--- config.mk ---
export PLATFORM = sky130hd
export DESIGN_NAME = if_stage_sram
export DESIGN_NICKNAME = d
export VERILOG_FILES = /design/src/rtl/if_stage_sram.sv
export SDC_FILE = /design/constraint.sdc
export NUM_CORES = 1
export LEC_CHECK = 0
export ABC_AREA = 1
export BUFFER_PORTS_ARGS = -buffer_cell sky130_fd_sc_hd__buf_2
export CORE_UTILIZATION = 52
export DETAILED_ROUTE_END_ITERATION = 8
export GPL_ROUTABILITY_DRIVEN = 0
export GPL_TIMING_DRIVEN = 0
export HOLD_SLACK_MARGIN = 0.12
export PLACE_DENSITY_LB_ADDON = 0.12
export SYNTH_ARGS = -nofsm -noshare
export SYNTH_HDL_FRONTEND = slang
export SYNTH_SLANG_ARGS = --single-unit
export TNS_END_PERCENT = 100
--- constraint.sdc ---
create_clock -name clk -period 2.28 [get_ports clk]
set_input_delay 0.114 -clock clk [delete_from_list [all_inputs] [get_ports clk]]
set_output_delay 0.114 -clock clk [all_outputs]
set_load 0.02 [all_outputs]
--- src/rtl/if_stage_sram.sv ---
// Fetch stage: one-deep SRAM-bus fetcher feeding ID with {inst, pc}; valid one cycle after data_ok.
// Holds the buffered instruction while id_allowin is low; at most one request outstanding.
module if_stage_sram #(
    parameter logic [31:0] RESET_PC       = 32'h1c000000,
    parameter int          IF_TO_ID_WIDTH = 64
) (
    input  logic                      clk,
    input  logic                      resetn,
    input  logic                      id_allowin,
    input  logic                      br_taken,
    input  logic [31:0]               br_target,
    output logic                      if_to_id_valid,
    output logic [IF_TO_ID_WIDTH-1:0] if_to_id_wire,
    output logic                      inst_sram_req,
    output logic                      inst_sram_wr,
    output logic [1:0]                inst_sram_size,
    output logic [3:0]                inst_sram_wstrb,
    output logic [31:0]               inst_sram_addr,
    output logic [31:0]               inst_sram_wdata,
    input  logic                      inst_sram_addr_ok,
    input  logic                      inst_sram_data_ok,
    input  logic [31:0]               inst_sram_rdata
);

    typedef enum logic [1:0] {
        S_REQ  = 2'd0,
        S_WAIT = 2'd1,
        S_HOLD = 2'd2
    } state_t;

    state_t      state;
    state_t      state_nxt;
    logic [31:0] req_addr;
    logic [31:0] pc_buf;
    logic [31:0] inst_buf;
    logic        cancel;
    logic        br_pending;
    logic [31:0] br_target_r;

    // A response that returns while a redirect is outstanding (or arrives with one) is stale.
    logic drop_rsp;
    assign drop_rsp = cancel | br_taken;

    always_ff @(posedge clk) begin
        if (!resetn) begin
            state <= S_REQ;
        end else begin
            state <= state_nxt;
        end
    end

    always_comb begin
        state_nxt = state;
        case (state)
            S_REQ: begin
                if (inst_sram_addr_ok) state_nxt = S_WAIT;
            end
            S_WAIT: begin
                if (inst_sram_data_ok) state_nxt = drop_rsp ? S_REQ : S_HOLD;
            end
            S_HOLD: begin
                if (br_taken || id_allowin) state_nxt = S_REQ;
            end
            default: state_nxt = S_REQ;
        endcase
    end

    always_comb begin
        inst_sram_req  = 1'b0;
        if_to_id_valid = 1'b0;
        case (state)
            S_REQ:   inst_sram_req  = 1'b1;
            S_HOLD:  if_to_id_valid = 1'b1;
            default: ;
        endcase
    end

    always_ff @(posedge clk) begin
        if (!resetn) begin
            req_addr    <= RESET_PC;
            pc_buf      <= 32'd0;
            inst_buf    <= 32'd0;
            cancel      <= 1'b0;
            br_pending  <= 1'b0;
            br_target_r <= 32'd0;
        end else begin
            case (state)
                S_REQ: begin
                    // The request in flight keeps its address; a redirect only marks it stale.
                    if (inst_sram_addr_ok) pc_buf <= req_addr;
                    if (br_taken) begin
                        cancel      <= 1'b1;
                        br_pending  <= 1'b1;
                        br_target_r <= br_target;
                    end
                end
                S_WAIT: begin
                    if (inst_sram_data_ok) begin
                        if (drop_rsp) begin
                            req_addr   <= br_taken ? br_target : br_target_r;
                            cancel     <= 1'b0;
                            br_pending <= 1'b0;
                        end else begin
                            inst_buf <= inst_sram_rdata;
                        end
                    end else if (br_taken) begin
                        cancel      <= 1'b1;
                        br_pending  <= 1'b1;
                        br_target_r <= br_target;
                    end
                end
                S_HOLD: begin
                    if (br_taken) begin
                        req_addr <= br_target;
                    end else if (id_allowin) begin
                        req_addr <= pc_buf + 32'd4;
                    end
                end
                default: ;
            endcase
        end
    end

    assign if_to_id_wire   = {inst_buf, pc_buf};
    assign inst_sram_addr  = req_addr;
    assign inst_sram_wr    = 1'b0;
    assign inst_sram_size  = 2'd2;
    assign inst_sram_wstrb = 4'h0;
    assign inst_sram_wdata = 32'd0;

endmodule

==> metrics.txt, run 1 <==
RSZ-0062 raised after global routing no; num ports 207; TritonCTS clock tree yes; R2R setup slack ~280 ps; Max Slew Vio Count 0; critical path startpoint pc_buf[2]; root buffer cell clkbuf_16; VDD IR max around 0.58 mV; GR peak layer met2; cell taking the most area after synthesis dfxtp_1; post-layout total power 6.35 mW; Synth area leaders dfxtp_1, o21ai_0, nor2_1; Die Y approximately 110 microns; worst clock skew 7.81 ps; Worst-path clk slew 60 ps; post-CTS setup buffers 0; vias in the first global route 6,672; Die ar. between 10,000 and 15,000 sq um; Synth async-reset ratio 0%; Initial DRC Count 806; Slew HR 53.6%; leakage power between 3 and 4 nW; min-delay worst type primary input to register; Reg2Reg Capture Point inst_sram_addr[24]; final WL ~22,000 microns; Period minus WS final between 2000 and 2500 ps; GRT Total Usage between 30 and 40%; antenna violations before repair 0; cell count after synthesis 898; CTS Buf Count 17; worst hold path endpoint state[0]; via count approximately 7,400; average size of a mapped cell between 6 and 7 sq um; pin count of the biggest net entering global routing 17; PortBufs ~170; period utilization 87.9%; fmax roughly 500 MHz; status finished with violations; met1 Usage GRT a little under half; Remaining Overflow, GRT 0; dpl hpwl roughly 15,000 microns; hold wc startpoint inst_sram_data_ok; global-route wire length before repair roughly 34,000 microns; Yosys top cell area share a little over two fifths; H-tree lvl count 4; # placed instances 1,244; pwr/cell area 742 nW/um^2; CP Max Fanout 5; number of antenna-violating nets in the routed design 0; Worst Tran Pin Value 696 ps; area delta synth->final 37.0%; sequential area share after synthesis about two fifths; Ys Warns 0; core box area between 10,000 and 15,000 sq um; 1st-pass router iterations 8; post-CTS sizing 0; Synth cell types 38; WS Path Type register to register; MaxCap Viol Count 0; Starting Density between 50% and 60%; Synth Flop Type dfxtp_1; post-DR vias/cell between 5 and 6; Fin. Hold Viols 0; Worst-Skew Late Latency 430 ps; GR Layer Usage met3 7.51%; Final TNS setup 0 ps; Critical R2R Launch pc_buf[2]; Die X roughly 110 microns; Routed WL per cell between 15 and 20 microns; Synth Cell Area roughly 6200 sq um; Final #Nets approximately 1,300; crit path launch type register; Finished Layout Cells between 1,000 and 1,500; failing checks DRC; WHS Path Cells 4; R2R depth 9; Post-synth EDFFs 0; drc violations 14; CP Data Arrival Time 2360 ps; CP required about 2600 ps; layout cell share with drive strength beyond 1 22.4%; antenna cells 0; clk sinks roughly 130; Longest Clk Path Bufs 2; met2 usage a little under three fifths; synthesis-stage register bit count 131; Setup violations, final 0; hold_ws 128 ps; Crit. End Element register; Filler cells 955; num rows 39
## logic make-up (layout without fill, tap and decap cells)
kind of cell	after synthesis	after routing	share of synthesized area (%)
xor+xnor	1	1	0.140
fa+ha+maj	1	1	0.200
compound gates	274	274	23.1
other cells	2	39	0.120
flops	131	131	42.0
buf+inv	138	395	11.2
simple gates	351	351	23.2
## cell usage in the layout (no fill, tap or decap), drive strengths merged, types with 5 or more instances in the layout
cell type    instances
o21ai              159
a21oi               75
nand2              146
clkbuf              60
nand3               31
conb                39
clkinv               5
nor3                 5
dfxtp              131
buf                217
nor2               159
a31oi               27
dlygate4sd3         59
inv                 49
## power by group
group / leakage (nW) / switching, mW / internal, mW / total (mW)
clock: 0.272 / 1.07 / 1.59 / 2.65
sequential: 1.08 / 0.154 / 2.46 / 2.61
combinational: 2.65 / 0.683 / 0.402 / 1.09
## metrics by stage
stage / cell area [sq um] / utilization (%) / setup slack (ps)
after floorplan: 6390 / - / 618
after global placement: 7400 / 64.0 / 451
after detailed placement: 7400 / 64.0 / 443
after CTS: 8560 / 74.0 / 363
after global routing: 8560 / 74.0 / 157
final: 8560 / 74.0 / 275
## worst max-delay path, stage by stage (launching register included)
cell      delay [ps]
dfxtp_1          420
ha_1             310
nand3_1          140
inv_1            140
nand2_1          100
inv_1            120
nand3_1          170
o21bai_1         200
nand3_1          150
a21oi_1          170
## cells in the mapped netlist, drive strengths merged (2+ instances only)
library cell  instances
nor2                159
nor3                  5
o21a                  2
inv                  47
nand2               146
nand3                31
nand4                 4
nand3b                4
a31oi                27
o31ai                 2
o21bai                2
dfxtp               131
buf                  51
a21boi                4
o21ai               159
a21oi                75
clkbuf               39
conb                  2
## worst max-delay path by stage
stage          slack (ps)  depth (start not counted)                  to
2_1_floorplan         620                         10  inst_sram_addr[28]
3_3_place_gp          450                         10  inst_sram_addr[28]
3_5_place_dp          440                         10  inst_sram_addr[28]
4_1_cts               360                          9  inst_sram_addr[18]
5_1_grt               160                         10  inst_sram_addr[28]
6_report              280                          9  inst_sram_addr[24]
## layout make-up
class | instances | area (sq um) | area share (%)
clock buffers | 21 | 470 | 5.50
repair buffers | 225 | 1420 | 16.6
well taps | 143 | 179 | 2.09
plain buffers | 90 | 520 | 6.08
flip-flops and latches | 131 | 2620 | 30.6
multi-input cells | 666 | 3070 | 35.8
clock inverters | 11 | 101 | 1.18
inverters | 48 | 180 | 2.10
## sequential cells by signal, indices dropped and copies added, names as in the netlist
| register | flops |
|---|---|
| br_target_r | 32 |
| inst_buf | 32 |
| pc_buf | 32 |
| cancel | 1 |
| inst_sram_addr | 32 |
| state | 2 |
## repair_timing
item                                    CTS  global route
endpoints found under the hold margin    61             0
endpoints found under the setup margin    0             0
hold buffers                             59             0
## routing by layer
layer / vias up / share of wire [%]
met1: 3342 / 40
met2: 447 / 46
li1: 3487 / -
met5: - / 0
met3: 77 / 10
met4: 0 / 4.0
No activity file was read; power rests on OpenSTA's default activity.
==> run 2: changes to the inputs <==
- ABC_AREA: 1 -> 0
- SKIP_LAST_GASP: not set -> 1
==> metrics.txt, run 2 <==
status finished, final reports clean; pin count of the biggest net entering global routing 17 (unchanged); Die Y 109 microns (-2.0%); antenna cells 0 (unchanged); most frequent cells in the layout nand2_1, buf_2, dfxtp_1; cell count after synthesis 788 (-12%); Crit. End Element register; H-tree lvl count 4 (unchanged); met2 usage 54.4% (-2.8 points); count leader, synth nand2_1; Worst-path clk slew 60 ps (about the same); Max Slew Vio Count 0 (unchanged); post-layout total power 6.32 mW (-0.49%); cell taking the most area after synthesis dfxtp_1; critical path startpoint pc_buf[3]; final WL 19,700 microns (-11%); Reg area 2630 sq um (+0.14%); synthesis-stage register bit count 131 (unchanged); Fin. Hold Viols 0 (unchanged); PortBufs 165 (-0.60%); Synth Cell Area 6000 sq um (-4.0%); MaxCap Viol Count 0 (unchanged); pre-CTS setup slack -259 ps (-702 ps); Initial DRC Count 495 (-39%); Synth Flop Type dfxtp_1; Ys Warns 0 (unchanged); layout cell share with drive strength beyond 1 23.9% (+1.5 points); Worst Tran Pin Value 877 ps (+181 ps); via count 6,586 (-10%); num rows 38 (-2.6%); Setup violations, final 0 (unchanged); TritonCTS clock tree yes; met1 Usage GRT 41.4% (-4.2 points); hold wc startpoint resetn; period utilization 95.6% (+7.7 points); Post-synth top cells nand2_1, dfxtp_1, a21oi_1; Filler cells 879 (-8.0%); core box area 11,000 sq um (-4.6%); Die X 109 microns (-2.0%); Starting Density 54.4% (+0.37 points); Slew HR 41.0% (-13 points); 1st-pass router iterations 5 (-3); Synth cell types 48 (+26%); GR Layer Usage met3 8.18% (+0.67 points); global-route wire length before repair 29,800 microns (-13%); Remaining Overflow, GRT 0 (unchanged); multi-input gate area in the final layout 2990 sq um (-2.4%); Yosys top cell area share 43.7% (+1.7 points); crit path launch type register; WS Path Type register to register; Routed WL per cell 16.1 microns (-3.0%); antenna violations before repair 0 (unchanged); R2R setup slack 100 ps (-180 ps); area delta synth->final 41.7%; VDD IR max 0.632 mV (+8.5%); drc violations 0 (-14); Post-synth EDFFs 0 (unchanged); Longest Clk Path Bufs 2 (unchanged); leakage power 3.62 nW (-9.6%); GRT Total Usage 32.9% (-2.6 points); clk sinks 131 (unchanged); commonest non-fill, non-tap cell in the layout nand2_1; Worst-Skew Late Latency 420 ps (about the same); root buffer cell clkbuf_16; post-DR vias/cell 5.36 (-2.6%); Final #Nets 1,146 (-8.3%); post-CTS setup buffers 0 (unchanged); CTS Buf Count 17 (unchanged); worst clock skew 6.79 ps (-1.02 ps); average size of a mapped cell 7.62 sq um (+9.4%); RSZ-0062 raised after global routing yes; number of antenna-violating nets in the routed design 0 (unchanged); Synth area leaders dfxtp_1, nand2_1, a21oi_1; sequential area share after synthesis 43.7% (+1.7 points); pwr/cell area 743 nW/um^2 (+0.19%); Die ar. 12,000 sq um (-3.9%); Synth async-reset ratio 0% (unchanged); CP Max Fanout 8 (+3); min-delay worst type primary input to register; setup ws final 99.9 ps (-175 ps); CP required 2620 ps (about the same); vias in the first global route 5,917 (-11%); num ports 207 (unchanged); Period minus WS final 2180 ps (+175 ps); Critical R2R Launch pc_buf[3]; GR peak layer met2; fmax 459 MHz (-8.0%); CP Data Arrival Time 2520 ps (+160 ps); dpl hpwl 12,700 microns (-16%)
## run 2: report_power, final
group          internal (mW)  switching (mW)
Sequential              2.39          0.0821
Clock                   1.99            1.05
Combinational          0.321           0.483
## run 2: layout make-up
class	count	area share, %
inverter	9	0.397
tap	140	2.06
multi-input combinational	589	35.2
clock inverter	13	2.43
timing repair buffer	232	17.6
buffer	95	6.09
sequential	131	30.9
clock buffer	19	5.33
## run 2: worst paths after layout
kind | endpoint | cells past startpoint
hold / removal | inst_sram_addr[27] | 3
hold reg to reg | inst_buf[8] | 2
setup reg to reg | inst_sram_addr[30] | 6
setup / recovery | inst_sram_addr[30] | 6
## run 2: cell families after synthesis
logic type	count (synthesis)	share of synthesized area, %
adder cells (fa/ha/maj)	1	0.208
AND/OR/NAND/NOR	317	22.9
AO/OA/AOI/OAI	210	20.5
multiplexers	4	0.667
buffers and inverters	105	9.21
flip-flops	131	43.7
XOR/XNOR	18	2.63
other	2	0.125
## run 2: worst max-delay path: stages (launching register included)
cell and delay, ps:
dfxtp_1 480, ha_2 320, nand2_1 190, or4_4 580
nor4_4 170, xnor2_1 120, o32ai_2 250
## run 2: through the flow
step | util (%) | hold WS, ps | TNS (ps) | cells | instance area [sq um]
final | 77.1 | 197 | 0 | 1228 | 8500
after global routing | 77.1 | 240 | -1.00 | 1228 | 8500
after CTS | 76.9 | 192 | 0 | 1228 | 8480
after detailed placement | 64.7 | 360 | -1510 | 1130 | 7140
after global placement | 64.7 | 355 | -1680 | 1130 | 7140
after floorplan | - | 250 | 0 | 825 | 6140
## run 2: timing repair
item                                    4_1_cts  5_1_grt
endpoints found under the hold margin        92        0
hold buffers                                 67        0
endpoints found under the setup margin       23       10
resized for setup                             5        7
pin swaps                                     0        0
## run 2: per-layer routing
metal | routed length, microns | vias to the layer above
met4 | 461 | 0
met3 | 1840 | 40
met2 | 9280 | 341
li1 | - | 3197
met1 | 8140 | 3008
met5 | 0 | -
==> run 3: changes to the inputs <==
- CORE_UTILIZATION: 52 -> 50
- CTS_BUF_LIST: not set -> sky130_fd_sc_hd__clkbuf_16
- clock period: 2.28 -> 2.3 ns (I/O delays scaled with it)
==> metrics.txt, run 3 (synthesis results as in run 2) <==
Clk pwr share 42.9% (-5.3 points); post-CTS setup buffers 0 (unchanged); Finished Layout Cells 1,231 (+0.24%); CP Data Arrival Time 2550 ps (+30 ps); Starting Density 51.9% (-2.5 points); RSZ-0062 raised after global routing no; root buffer cell clkbuf_16; num ports 207 (unchanged); fmax 448 MHz (-2.4%); Max Slew Vio Count 0 (unchanged); dpl hpwl 13,100 microns (+2.8%); Die ar. 12,400 sq um (+3.9%); Worst Tran Pin Value 874 ps (-3.24 ps); WS Path Type register to register; worst clock skew 7.60 ps (+0.812 ps); Crit. End Element register; Period minus WS final 2230 ps (+54.3 ps); clk sinks 131 (unchanged); MaxCap Viol Count 0 (unchanged); Reg power frac 43.1% (+4.0 points); leakage power 3.57 nW (-1.3%); CTS Buf Count 17 (unchanged); Slew HR 41.2% (+0.22 points); GRT Total Usage 31.7% (-1.2 points); Final #Nets 1,146 (unchanged); Final TNS setup 0 ps (unchanged); layout cell share with drive strength beyond 1 23.4% (-0.46 points); vias in the first global route 6,102 (+3.1%); switching portion of total power 27.3% (+1.7 points); Int Pwr 4.13 mW (-12%); period utilization 97.1% (+1.5 points); Area after DPL 7150 sq um (about the same); pin count of the biggest net entering global routing 17 (unchanged); crit path launch type register; VDD IR max 0.573 mV (-9.4%); PortBufs 165 (unchanged); Remaining Overflow, GRT 0 (unchanged); CP required 2620 ps (about the same); TritonCTS clock tree yes; number of antenna-violating nets in the routed design 0 (unchanged); pwr/cell area 679 nW/um^2 (-8.7%); Routed WL per cell 15.9 microns (-1.1%); num rows 39 (+2.6%); Worst-Skew Late Latency 430 ps (about the same); via count 6,564 (-0.33%); # placed instances 1,133 (+0.27%); min-delay worst type primary input to register; area delta synth->final 39.5%; drc violations 17 (+17); global-route wire length before repair 30,800 microns (+3.2%); Fin. Hold Viols 0 (unchanged); Logic pwr share 14.0% (+1.3 points); post-DR vias/cell 5.33 (-0.58%); CP Max Fanout 10 (+2); Longest Clk Path Bufs 2 (unchanged); Final Core Density 72.4% (-4.7 points); final WL 19,600 microns (-0.86%); most frequent cells in the layout nand2_1, buf_2, dfxtp_1; status finished with violations; Die X 112 microns (+1.9%); core box area 11,600 sq um (+4.8%); Sw Pwr 1.55 mW (-3.9%); commonest non-fill, non-tap cell in the layout nand2_1; failing checks DRC; Die Y 112 microns (+1.9%); Initial DRC Count 658 (+33%); Setup violations, final 0 (unchanged); final instance area 8380 sq um (-1.5%); H-tree lvl count 4 (unchanged); antenna cells 0 (unchanged); Worst-path clk slew 60 ps (about the same); antenna violations before repair 0 (unchanged); 1st-pass router iterations 8 (+3); post-layout total power 5.69 mW (-10%)
[run 3: power by group through the flow]
stage	sequential, mW	clock (mW)	combinational, mW
after floorplan	2.55	0	0.382
after global placement	2.49	0	0.680
after detailed placement	2.49	0	0.687
after CTS	2.45	2.44	0.782
after global routing	2.46	2.56	0.857
final	2.45	2.44	0.797
[run 3: critical path: stages (launching register included)]
cell and delay [ps]:
dfxtp_1 480, nand4_2 230, or4_4 560, buf_6 170
nor4b_2 290, xor2_1 140, a31o_2 260
[run 3: per-layer routing]
layer	part of all wire (%)	GRT usage [%]	wire [microns]	vias up
li1	-	-	-	3201
met5	0	0	0	-
met3	7.8	6.80	1530	51
met4	3.3	13.9	645	0
met2	47	52.8	9180	307
met1	42	39.7	8200	3005
[run 3: through the flow]
step / worst slack [ps] / hold WS, ps
CTS: 28.4 / 194
detailed placement: -268 / 361
floorplan: 144 / 251
global route: 5.56 / 231
finish: 65.6 / 218
global placement: -221 / 357
[run 3: timing repair]
action,in CTS,in global routing
endpoints found under the setup margin,28,25
hold buffers,67,0
endpoints found under the hold margin,93,0
resized for setup,8,7
[run 3: path summary, 6_finish.rpt]
kind	startpoint	endpoint	slack [ps]	depth (start not counted)
max	pc_buf[16]	inst_sram_addr[27]	70	6
min	inst_sram_data_ok	cancel	220	4
min reg2reg	inst_buf[30]	inst_buf[30]	450	2
max reg2reg	pc_buf[16]	inst_sram_addr[27]	70	6
[run 3: cell type report]
cell class                      instances  area, sq um
Buffer                                 95          523
Clock buffer                           17          425
Clock inverter                         15          103
Fill cell                             961         3190
Inverter                                9         37.5
Multi-Input combinational cell        589         2990
Sequential cell                       131         2630
Tap cell                              143          179
Timing Repair Buffer                  232         1500
